==> src/rtl/mem_arb_pkg.sv <==
// Shared types and helpers for the memory port arbiter: read latency, the
// in-flight read tag carried down the return pipe, and a one-hot decoder.
package mem_arb_pkg;

  localparam int RD_LAT   = 2;
  localparam int MAX_NREQ = 4;
  // Tag id is sized for the largest supported requester count.
  localparam int ID_W     = 2;

  typedef struct packed {
    logic            v;
    logic [ID_W-1:0] id;
  } rd_tag_t;

  function automatic logic [MAX_NREQ-1:0] onehot(input logic [ID_W-1:0] id);
    logic [MAX_NREQ-1:0] r;
    r     = '0;
    r[id] = 1'b1;
    return r;
  endfunction

endpackage

==> src/rtl/rr_pick.sv <==
// Combinational round-robin picker: first valid requester found when the
// search starts at ptr and wraps modulo NREQ.
module rr_pick
  import mem_arb_pkg::*;
#(
  parameter int NREQ = 2
) (
  input  logic [NREQ-1:0] valid,
  input  logic [ID_W-1:0] ptr,
  output logic [NREQ-1:0] gnt_onehot,
  output logic [ID_W-1:0] gnt_id,
  output logic            any
);

  logic [MAX_NREQ-1:0] valid_ext;
  logic [MAX_NREQ-1:0] oh_ext;
  logic [ID_W-1:0]     idx;

  assign valid_ext = MAX_NREQ'(valid);

  always_comb begin
    any    = 1'b0;
    gnt_id = '0;
    idx    = '0;
    for (int k = 0; k < NREQ; k++) begin
      idx = ID_W'((int'(ptr) + k) % NREQ);
      if (!any && valid_ext[idx]) begin
        any    = 1'b1;
        gnt_id = idx;
      end
    end
  end

  assign oh_ext     = onehot(gnt_id);
  assign gnt_onehot = any ? oh_ext[NREQ-1:0] : '0;

endmodule

==> src/rtl/mem_port_arb.sv <==
// Round-robin arbiter sharing memory read port 1 and the write port among
// NREQ requesters; reads return RD_LAT cycles later tagged to their issuer.
module mem_port_arb
  import mem_arb_pkg::*;
#(
  parameter int NREQ   = 2,
  parameter int ADDR_W = 32,
  parameter int DATA_W = 32
) (
  input  logic                   clk,
  input  logic                   rst_n,
  input  logic [NREQ-1:0]        req_valid,
  output logic [NREQ-1:0]        req_ready,
  input  logic [NREQ-1:0]        req_we,
  input  logic [NREQ*ADDR_W-1:0] req_addr,
  input  logic [NREQ*DATA_W-1:0] req_wdata,
  input  logic [NREQ-1:0]        req_kill,
  output logic [NREQ-1:0]        rsp_valid,
  output logic [DATA_W-1:0]      rsp_data,
  output logic [1:0]             rd_inflight,
  output logic [ADDR_W-1:0]      mem_raddr,
  input  logic [DATA_W-1:0]      mem_rdata,
  output logic                   mem_wen,
  output logic [ADDR_W-1:0]      mem_waddr,
  output logic [DATA_W-1:0]      mem_wdata
);

  logic [ID_W-1:0]             ptr_reg, ptr_next;
  rd_tag_t [RD_LAT-1:0]        pipe_reg, pipe_next;
  logic [NREQ-1:0]             gnt_onehot;
  logic [ID_W-1:0]             gnt_id;
  logic                        gnt_any;
  logic                        accept;
  logic                        gnt_we;
  logic [ADDR_W-1:0]           gnt_addr;
  logic [DATA_W-1:0]           gnt_wdata;
  logic [MAX_NREQ-1:0]         we_ext, kill_ext, rsp_oh;
  logic [ADDR_W-1:0]           addr_arr  [MAX_NREQ];
  logic [DATA_W-1:0]           wdata_arr [MAX_NREQ];

  // Unpack the flat request buses into arrays indexable by any tag id.
  for (genvar gi = 0; gi < MAX_NREQ; gi++) begin : g_unpack
    if (gi < NREQ) begin : g_live
      assign addr_arr[gi]  = req_addr[gi*ADDR_W +: ADDR_W];
      assign wdata_arr[gi] = req_wdata[gi*DATA_W +: DATA_W];
      assign we_ext[gi]    = req_we[gi];
      assign kill_ext[gi]  = req_kill[gi];
    end else begin : g_pad
      assign addr_arr[gi]  = '0;
      assign wdata_arr[gi] = '0;
      assign we_ext[gi]    = 1'b0;
      assign kill_ext[gi]  = 1'b0;
    end
  end

  rr_pick #(.NREQ(NREQ)) u_pick (
    .valid      (req_valid),
    .ptr        (ptr_reg),
    .gnt_onehot (gnt_onehot),
    .gnt_id     (gnt_id),
    .any        (gnt_any)
  );

  assign accept    = gnt_any & rst_n;
  assign req_ready = rst_n ? gnt_onehot : '0;
  assign gnt_we    = we_ext[gnt_id];
  assign gnt_addr  = addr_arr[gnt_id];
  assign gnt_wdata = wdata_arr[gnt_id];

  assign mem_wen   = accept & gnt_we;
  assign mem_waddr = gnt_addr;
  assign mem_wdata = gnt_wdata;
  assign mem_raddr = (accept && !gnt_we) ? gnt_addr : '0;

  always_comb begin
    ptr_next = ptr_reg;
    if (accept) begin
      ptr_next = (gnt_id == ID_W'(NREQ - 1)) ? '0 : gnt_id + ID_W'(1);
    end
  end

  // A kill in cycle K drops the read accepted in K and every older tag of
  // that requester still waiting; the tag presenting its response now is
  // leaving the pipe anyway and keeps its strobe.
  always_comb begin
    pipe_next       = pipe_reg;
    pipe_next[0].v  = accept & ~gnt_we & ~kill_ext[gnt_id];
    pipe_next[0].id = gnt_id;
    for (int s = 1; s < RD_LAT; s++) begin
      pipe_next[s]   = pipe_reg[s-1];
      pipe_next[s].v = pipe_reg[s-1].v & ~kill_ext[pipe_reg[s-1].id];
    end
  end

  always_ff @(posedge clk) begin
    if (!rst_n) begin
      ptr_reg  <= '0;
      pipe_reg <= '0;
    end else begin
      ptr_reg  <= ptr_next;
      pipe_reg <= pipe_next;
    end
  end

  assign rsp_oh    = onehot(pipe_reg[RD_LAT-1].id);
  assign rsp_valid = pipe_reg[RD_LAT-1].v ? rsp_oh[NREQ-1:0] : '0;
  assign rsp_data  = mem_rdata;

  always_comb begin
    rd_inflight = '0;
    for (int s = 0; s < RD_LAT; s++) begin
      rd_inflight = rd_inflight + 2'(pipe_reg[s].v);
    end
  end

endmodule

==> config.mk <==
export PLATFORM = sky130hd
export DESIGN_NAME = mem_port_arb
export DESIGN_NICKNAME = d
export VERILOG_FILES = /design/src/rtl/mem_arb_pkg.sv /design/src/rtl/rr_pick.sv /design/src/rtl/mem_port_arb.sv
export SDC_FILE = /design/constraint.sdc
export NUM_CORES = 1
export LEC_CHECK = 0
export CAP_MARGIN = 10
export CELL_PAD_IN_SITES_DETAIL_PLACEMENT = 0
export CELL_PAD_IN_SITES_GLOBAL_PLACEMENT = 1
export CORE_MARGIN = 2
export CORE_UTILIZATION = 10
export CTS_CLUSTER_SIZE = 30
export DETAILED_ROUTE_END_ITERATION = 8
export GPL_TIMING_DRIVEN = 0
export PLACE_DENSITY = 0.8
export SYNTH_ARGS = -nofsm -noshare
export SYNTH_HDL_FRONTEND = slang
export SYNTH_SLANG_ARGS = --single-unit
==> constraint.sdc <==
create_clock -name clk -period 1.4 [get_ports clk]
set_input_delay 0.35 -clock clk [delete_from_list [all_inputs] [get_ports clk]]
set_output_delay 0.35 -clock clk [all_outputs]
set_load 0.05 [all_outputs]
# After elaboration in Yosys (flattened, before gate mapping)
# Cells that the tools add are included.
word_totals:
  input_bits: 168
  elab_cells: 62
  register_bits: 7
classes:
  n_lt_le_gt_ge: 8
  mux: 29
  n_eq_ne: 1
  n_bitwise: 10
  addsub: 3
  n_reduce_logical: 6
ops:
  columns: ["operator", "n"]
  rows:
  - ["32-bit 2-to-1 mux", 5]
  - ["32-bit binary-select mux with 2-bit select", 2]
  - ["2-bit by 3-bit less-than comparator with 1-bit output, second input constant", 4]
  - ["1-bit 2-to-1 mux", 12]
  - ["1-bit binary-select mux with 2-bit select", 4]
  - ["2-bit 2-to-1 mux", 4]
  - ["1-bit AND", 5]
  - ["1-bit demux with 2-bit select", 2]
  - ["2-bit by 1-bit >= comparator with 1-bit output, second input constant", 2]
  - ["1-bit logical AND", 4]
  - ["3-bit >= comparator, second input constant", 1]
  - ["1-bit by 3-bit less-than comparator with 1-bit output, second input constant", 1]
  - ["1-bit inverter", 3]
  - ["2-bit inverter with 3-bit output", 1]
  - ["1-bit adder, second input constant", 2]
  - ["1-bit by 1-bit adder with 2-bit output", 1]
  - ["2-bit by 1-bit equality test with 1-bit output, second input constant", 1]
  - ["1-bit zero test", 2]
  - ["1-bit AND, first input constant", 1]

# Logic depth before layout (Yosys ltp)
depth:
  depth_word: 12
  ltp_mapped: 5
  mapped_depth_nobuf: 3

# Hierarchy
# A second synthesis with hierarchy kept.
hier_totals:
  hier_cells: 253
  area_unflattened_um2: 1830.5
modules_own_cells:
  columns: ["module", "area_each_um2", "n_inst", "cells_each", "seq_area_each_um2"]
  rows:
  - ["mem_port_arb", 1786.7, 1, 246, 160.2]
  - ["rr_pick", 43.8, 1, 7, 0.0]

# Least setup slack after synthesis
# Ideal clock, no wire load.
synth_path:
  kind: "input port to output port"
  from: "input port req_valid[1]"
  to: "output port mem_raddr[0]"
  n_path_buf: 2
  arrival_ns: 2.127
  t_required_ns: 1.050
  path_stages: 5
  setup_slack_ns: -1.077
  path_cell_list: "buf_4 nor2b_1 a32oi_4 buf_6 a211oi_1"
synth_via:
  elab_chain_cells: 11
  elab_cells_between_ends: 20
  classes_between: "14 x mux; 2 x bitwise; 4 x reduce/logical"
synth_rtl:
  columns: ["item", "line_no", "rtl"]
  rows:
  - ["start, declared", "mem_port_arb.sv:12", "input logic [NREQ-1:0] req_valid,"]
  - ["1-bit 2-to-1 mux (implied by the code) (2 in series)", "rr_pick.sv:27", "if (!any && valid_ext[idx]) begin"]
  - ["1-bit 2-to-1 mux", "rr_pick.sv:27", null]
  - ["1-bit zero test", "rr_pick.sv:27", null]
  - ["1-bit logical AND", "rr_pick.sv:27", null]
  - ["2-bit 2-to-1 mux", "rr_pick.sv:27", null]
  - ["2-bit inverter with 3-bit output (implied by the code) / 1-bit binary-select mux with 2-bit select (equally long branches)", "mem_port_arb.sv:67, mem_port_arb.sv:66", null]
  - ["32-bit binary-select mux with 2-bit select / 1-bit 2-to-1 mux (equally long branches)", "mem_port_arb.sv:67, mem_port_arb.sv:66", null]
  - ["32-bit 2-to-1 mux (implied by the code) / 1-bit zero test (equally long branches)", "mem_port_arb.sv:67, mem_port_arb.sv:73", null]
  - ["32-bit 2-to-1 mux (implied by the code) / 1-bit logical AND (equally long branches)", "mem_port_arb.sv:67, mem_port_arb.sv:73", null]
  - ["32-bit 2-to-1 mux *", "mem_port_arb.sv:73", "assign mem_raddr = (accept && !gnt_we) ? gnt_addr : '0;"]
  - ["end, declared", "mem_port_arb.sv:21", "output logic [ADDR_W-1:0] mem_raddr,"]
# Every way passes the cells marked *; elsewhere a longest branch is shown, timed or not. The select of a mux whose other input is x is not followed.

# Final worst setup path
layout_path:
  from: "register ptr_reg[0]"
  to: "output port mem_raddr[0]"
layout_via:
  elab_chain_cells: 11
  elab_cells_between_ends: 22
  classes_between: "1 x add/sub; 14 x mux; 3 x bitwise; 4 x reduce/logical"
layout_rtl:
  columns: ["item", "line_no", "rtl"]
  rows:
  - ["start, declared", "mem_port_arb.sv:28", "logic [ID_W-1:0] ptr_reg, ptr_next;"]
  - ["start signal, assigned", "mem_port_arb.sv:100", "ptr_reg <= ptr_next;"]
  - ["1-bit adder / 1-bit 2-to-1 mux (equally long branches)", "rr_pick.sv:26, rr_pick.sv:27", null]
  - ["1-bit AND (no source line) / 1-bit 2-to-1 mux (equally long branches)", null, null]
  - ["1-bit binary-select mux with 2-bit select / 1-bit 2-to-1 mux (equally long branches)", "rr_pick.sv:27", null]
  - ["1-bit 2-to-1 mux (implied by the code) / 1-bit zero test (equally long branches)", "rr_pick.sv:27", null]
  - ["1-bit logical AND", "rr_pick.sv:27", null]
  - ["2-bit 2-to-1 mux", "rr_pick.sv:27", null]
  - ["2-bit inverter with 3-bit output (implied by the code) / 1-bit binary-select mux with 2-bit select (equally long branches)", "mem_port_arb.sv:67, mem_port_arb.sv:66", null]
  - ["32-bit binary-select mux with 2-bit select / 1-bit 2-to-1 mux (equally long branches)", "mem_port_arb.sv:67, mem_port_arb.sv:66", null]
  - ["32-bit 2-to-1 mux (implied by the code) / 1-bit zero test (equally long branches)", "mem_port_arb.sv:67, mem_port_arb.sv:73", null]
  - ["32-bit 2-to-1 mux (implied by the code) / 1-bit logical AND (equally long branches)", "mem_port_arb.sv:67, mem_port_arb.sv:73", null]
  - ["32-bit 2-to-1 mux *", "mem_port_arb.sv:73", null]
# Marked as above.

==> impl_metrics.yaml <==
clocking:
  htreeDepth: 1
  cts.hold.buffers_added: 0
  numCtsBuffers: 3
  cts_tree: "done"
  path_clk_slew_ns: 0.03
  clock-sinks: 5
  insertion_delay_ns: 0.23
  ctsRootBufferMaster: "clkbuf_16"
  max-clock-path-buffers: 2
synth:
  async_flop_share_pct: 0
  synth_area_leaders: "mux2_2 20%, buf_4 15%, a211oi_1 14%, nand3_1 10%, o21ai_0 9.4%"
  netlist_area_um2: 1710
  syn_nets: 414
  synth_edf_count: 0
  synth-seq-cells: 5
  ys.flop_type: "dfxtp_1"
  yosysSeqAreaShare_pct: 5.86
  synth.avg_cell_area_um2: 6.98
  syn_inst: 245
  synth_cell_types: 27
  yosysTopAreaCellShare_pct: 19.8
  yosys_warnings: 0
  yosysTopAreaCell: "mux2_2"
placed_design:
  hpwl_mm: 10.3
  dp_cells: 735
  dp_slack_ns: -1.84
  gp_congestion: 0.699
  placement.io_buffers: 270
critical_path:
  critPathRequiredTime_ns: 1.05
  critPathCaptureType: "output pin"
  r2r_cells: 5
  rr_startpoint: "ptr_reg[0]$_SDFFE_PN0P_"
  rr_endpoint: "pipe_reg[2]$_SDFF_PN0_"
  crit_type: "flip-flop to output pin"
  arrival_ns: 1.69
  worst_setup_path_start_kind: "flip-flop"
  reg2reg_slack_ns: 0.07
  cp_max_fo: 10
  startpoint: "ptr_reg[0]$_SDFFE_PN0P_"
drt:
  top_layer: "met4"
  met3_length_mm: 1.15
  wl_met1_mm: 4.68
  first_pass_iters: 4
  wl_mm: 12.9
  wl_met2_mm: 7.02
  wl_per_cell_um: 17.1
  drtIter0Drc: 37
  final_antenna_net_count: 0
  vias_per_cell: 4.00
  vias: 3013
  drc: 0
final_layout:
  nNetsFinal: 704
  layout_commonest_cell: "clkdlybuf4s50_1"
  areaGrowthSynthToFinish_pct: 281
  layout_common_cells: "130 x clkdlybuf4s50_1, 86 x buf_6, 45 x buf_4"
  drive_gt1_share_pct: 65.7
  fin_cells: 754
  diodes: 0
  largest_reg_flops: 3
  fin_util_pct: 39.2
job:
  drv_cap: 0
floorplanning:
  start_util_pct: 10.3
  coreArea_um2: 16600
  row_count: 47
  pin_count: 303
  die_h_um: 135
  die_w_um: 135
  dieArea_um2: 18200
status:
  violations: "negative setup slack"
  run_status: "finished, violations left"
sta:
  fin_skew_ns: 0.000552
  max_freq_mhz: 491
  setup_viol: 99
  report.final.slew_viol_count: 0
  hold_ws_ns: 0.488
  tightest_slew_ns: 0.524
  rsz0062_at_grt: "yes"
  worst_slack_ns: -0.638
  finalHoldViolations: 0
  min_period_ns: 2.04
  fin_crit_sh_pct: 146
  relSlewSlack_pct: 65.0
global_routing:
  grt_max_degree: 11
  track_usage_pct: 12.4
  grt_pass1_vias: 3239
  grt_pass1_wl_mm: 17.8
  overflow: 0
  antenna_found_initial: 0
min_path:
  hold_path_depth: 1
  min_from: "pipe_next[3]$_SDFF_PN0_"
  hold_end: "pipe_reg[3]$_SDFF_PN0_"
  hold_path.class: "flip-flop to flip-flop"
power_and_ir_drop:
  irDropWorstVdd_uv: 411
  p_leak_nw: 2.85
  power_density_nw_per_um2: 583
## how the worst max path moves through the flow
stage | end | slack, ns | cells past startpoint
6_report | mem_raddr[0] | -0.64 | 7
5_1_grt | mem_raddr[22] | -0.68 | 7
4_1_cts | mem_raddr[0] | -0.65 | 7
3_5_place_dp | mem_raddr[22] | -1.84 | 6
3_3_place_gp | mem_raddr[22] | -1.81 | 6
2_1_floorplan | mem_raddr[0] | -0.40 | 5
## metal layers
| metal | track usage, % | up-vias |
|---|---|---|
| li1 | - | 1422 |
| met1 | 12.9 | 1402 |
| met2 | 25.5 | 185 |
| met3 | 3.08 | 4 |
| met4 | 1.17 | 0 |
| met5 | 0 | - |
## per-stage QoR
stage / setup TNS, ns / power [W] / cell area, um2
finish: -49.80 / 0.00380 / 6520
global route: -55.21 / 0.00395 / 6520
CTS: -60.94 / 0.00360 / 5970
detailed placement: -169.26 / 0.00300 / 5640
global placement: -166.22 / 0.00299 / 5640
floorplan: -25.73 / 0.00197 / 2660
## power by group
group	total, W	switching (W)	leakage, nW	internal (W)
combinational	0.00318	0.00179	2.77	0.00138
clock	0.000468	0.0000912	0.0382	0.000377
sequential	0.000157	0.00000614	0.0418	0.000151
## final cells by class
cell class / count / area (um2)
plain buffers: 55 / 588
flip-flops and latches: 5 / 103
multi-input cells: 183 / 2360
fillers: 1598 / 10100
repair buffers: 284 / 3090
inverters: 3 / 20.0
well taps: 220 / 275
clock buffers: 4 / 78.8
## critical path: stages, from the launching register on
cell and delay (ns):
dfxtp_2 0.36, nand2b_4 0.16, buf_12 0.14, a32oi_4 0.06, buf_12 0.16, buf_12 0.16
a211oi_4 0.22, buf_6 0.19
## synth_stat cells, types with 2 or more instances
library cell / number
nand3_1: 34
nor2b_1: 2
clkbuf_1: 7
buf_2: 5
a21oi_1: 2
o21ai_0: 32
and2_1: 2
mux2_2: 30
buf_1: 2
nand2_1: 33
a211oi_1: 32
buf_4: 34
nor2_1: 3
inv_1: 2
mux2_1: 2
buf_6: 6
and3_1: 3
dfxtp_1: 5
## cell families after synthesis
group / Yosys count / synth area share (%)
AND/OR/NAND/NOR: 80 / 22.0
AO/OA/AOI/OAI: 68 / 26.5
flip-flops: 5 / 5.86
multiplexers: 33 / 21.7
adder cells (fa/ha/maj): 1 / 0.732
buffers and inverters: 58 / 23.3
## timing repair
action / CTS / global route
setup endpoints to repair: 138 / 133
cloned: 0 / 4
gates resized for setup: 694 / 168
buffers inserted: 5 / 6
pin swaps: 2 / 7
(Power assumes the default switching activity.)
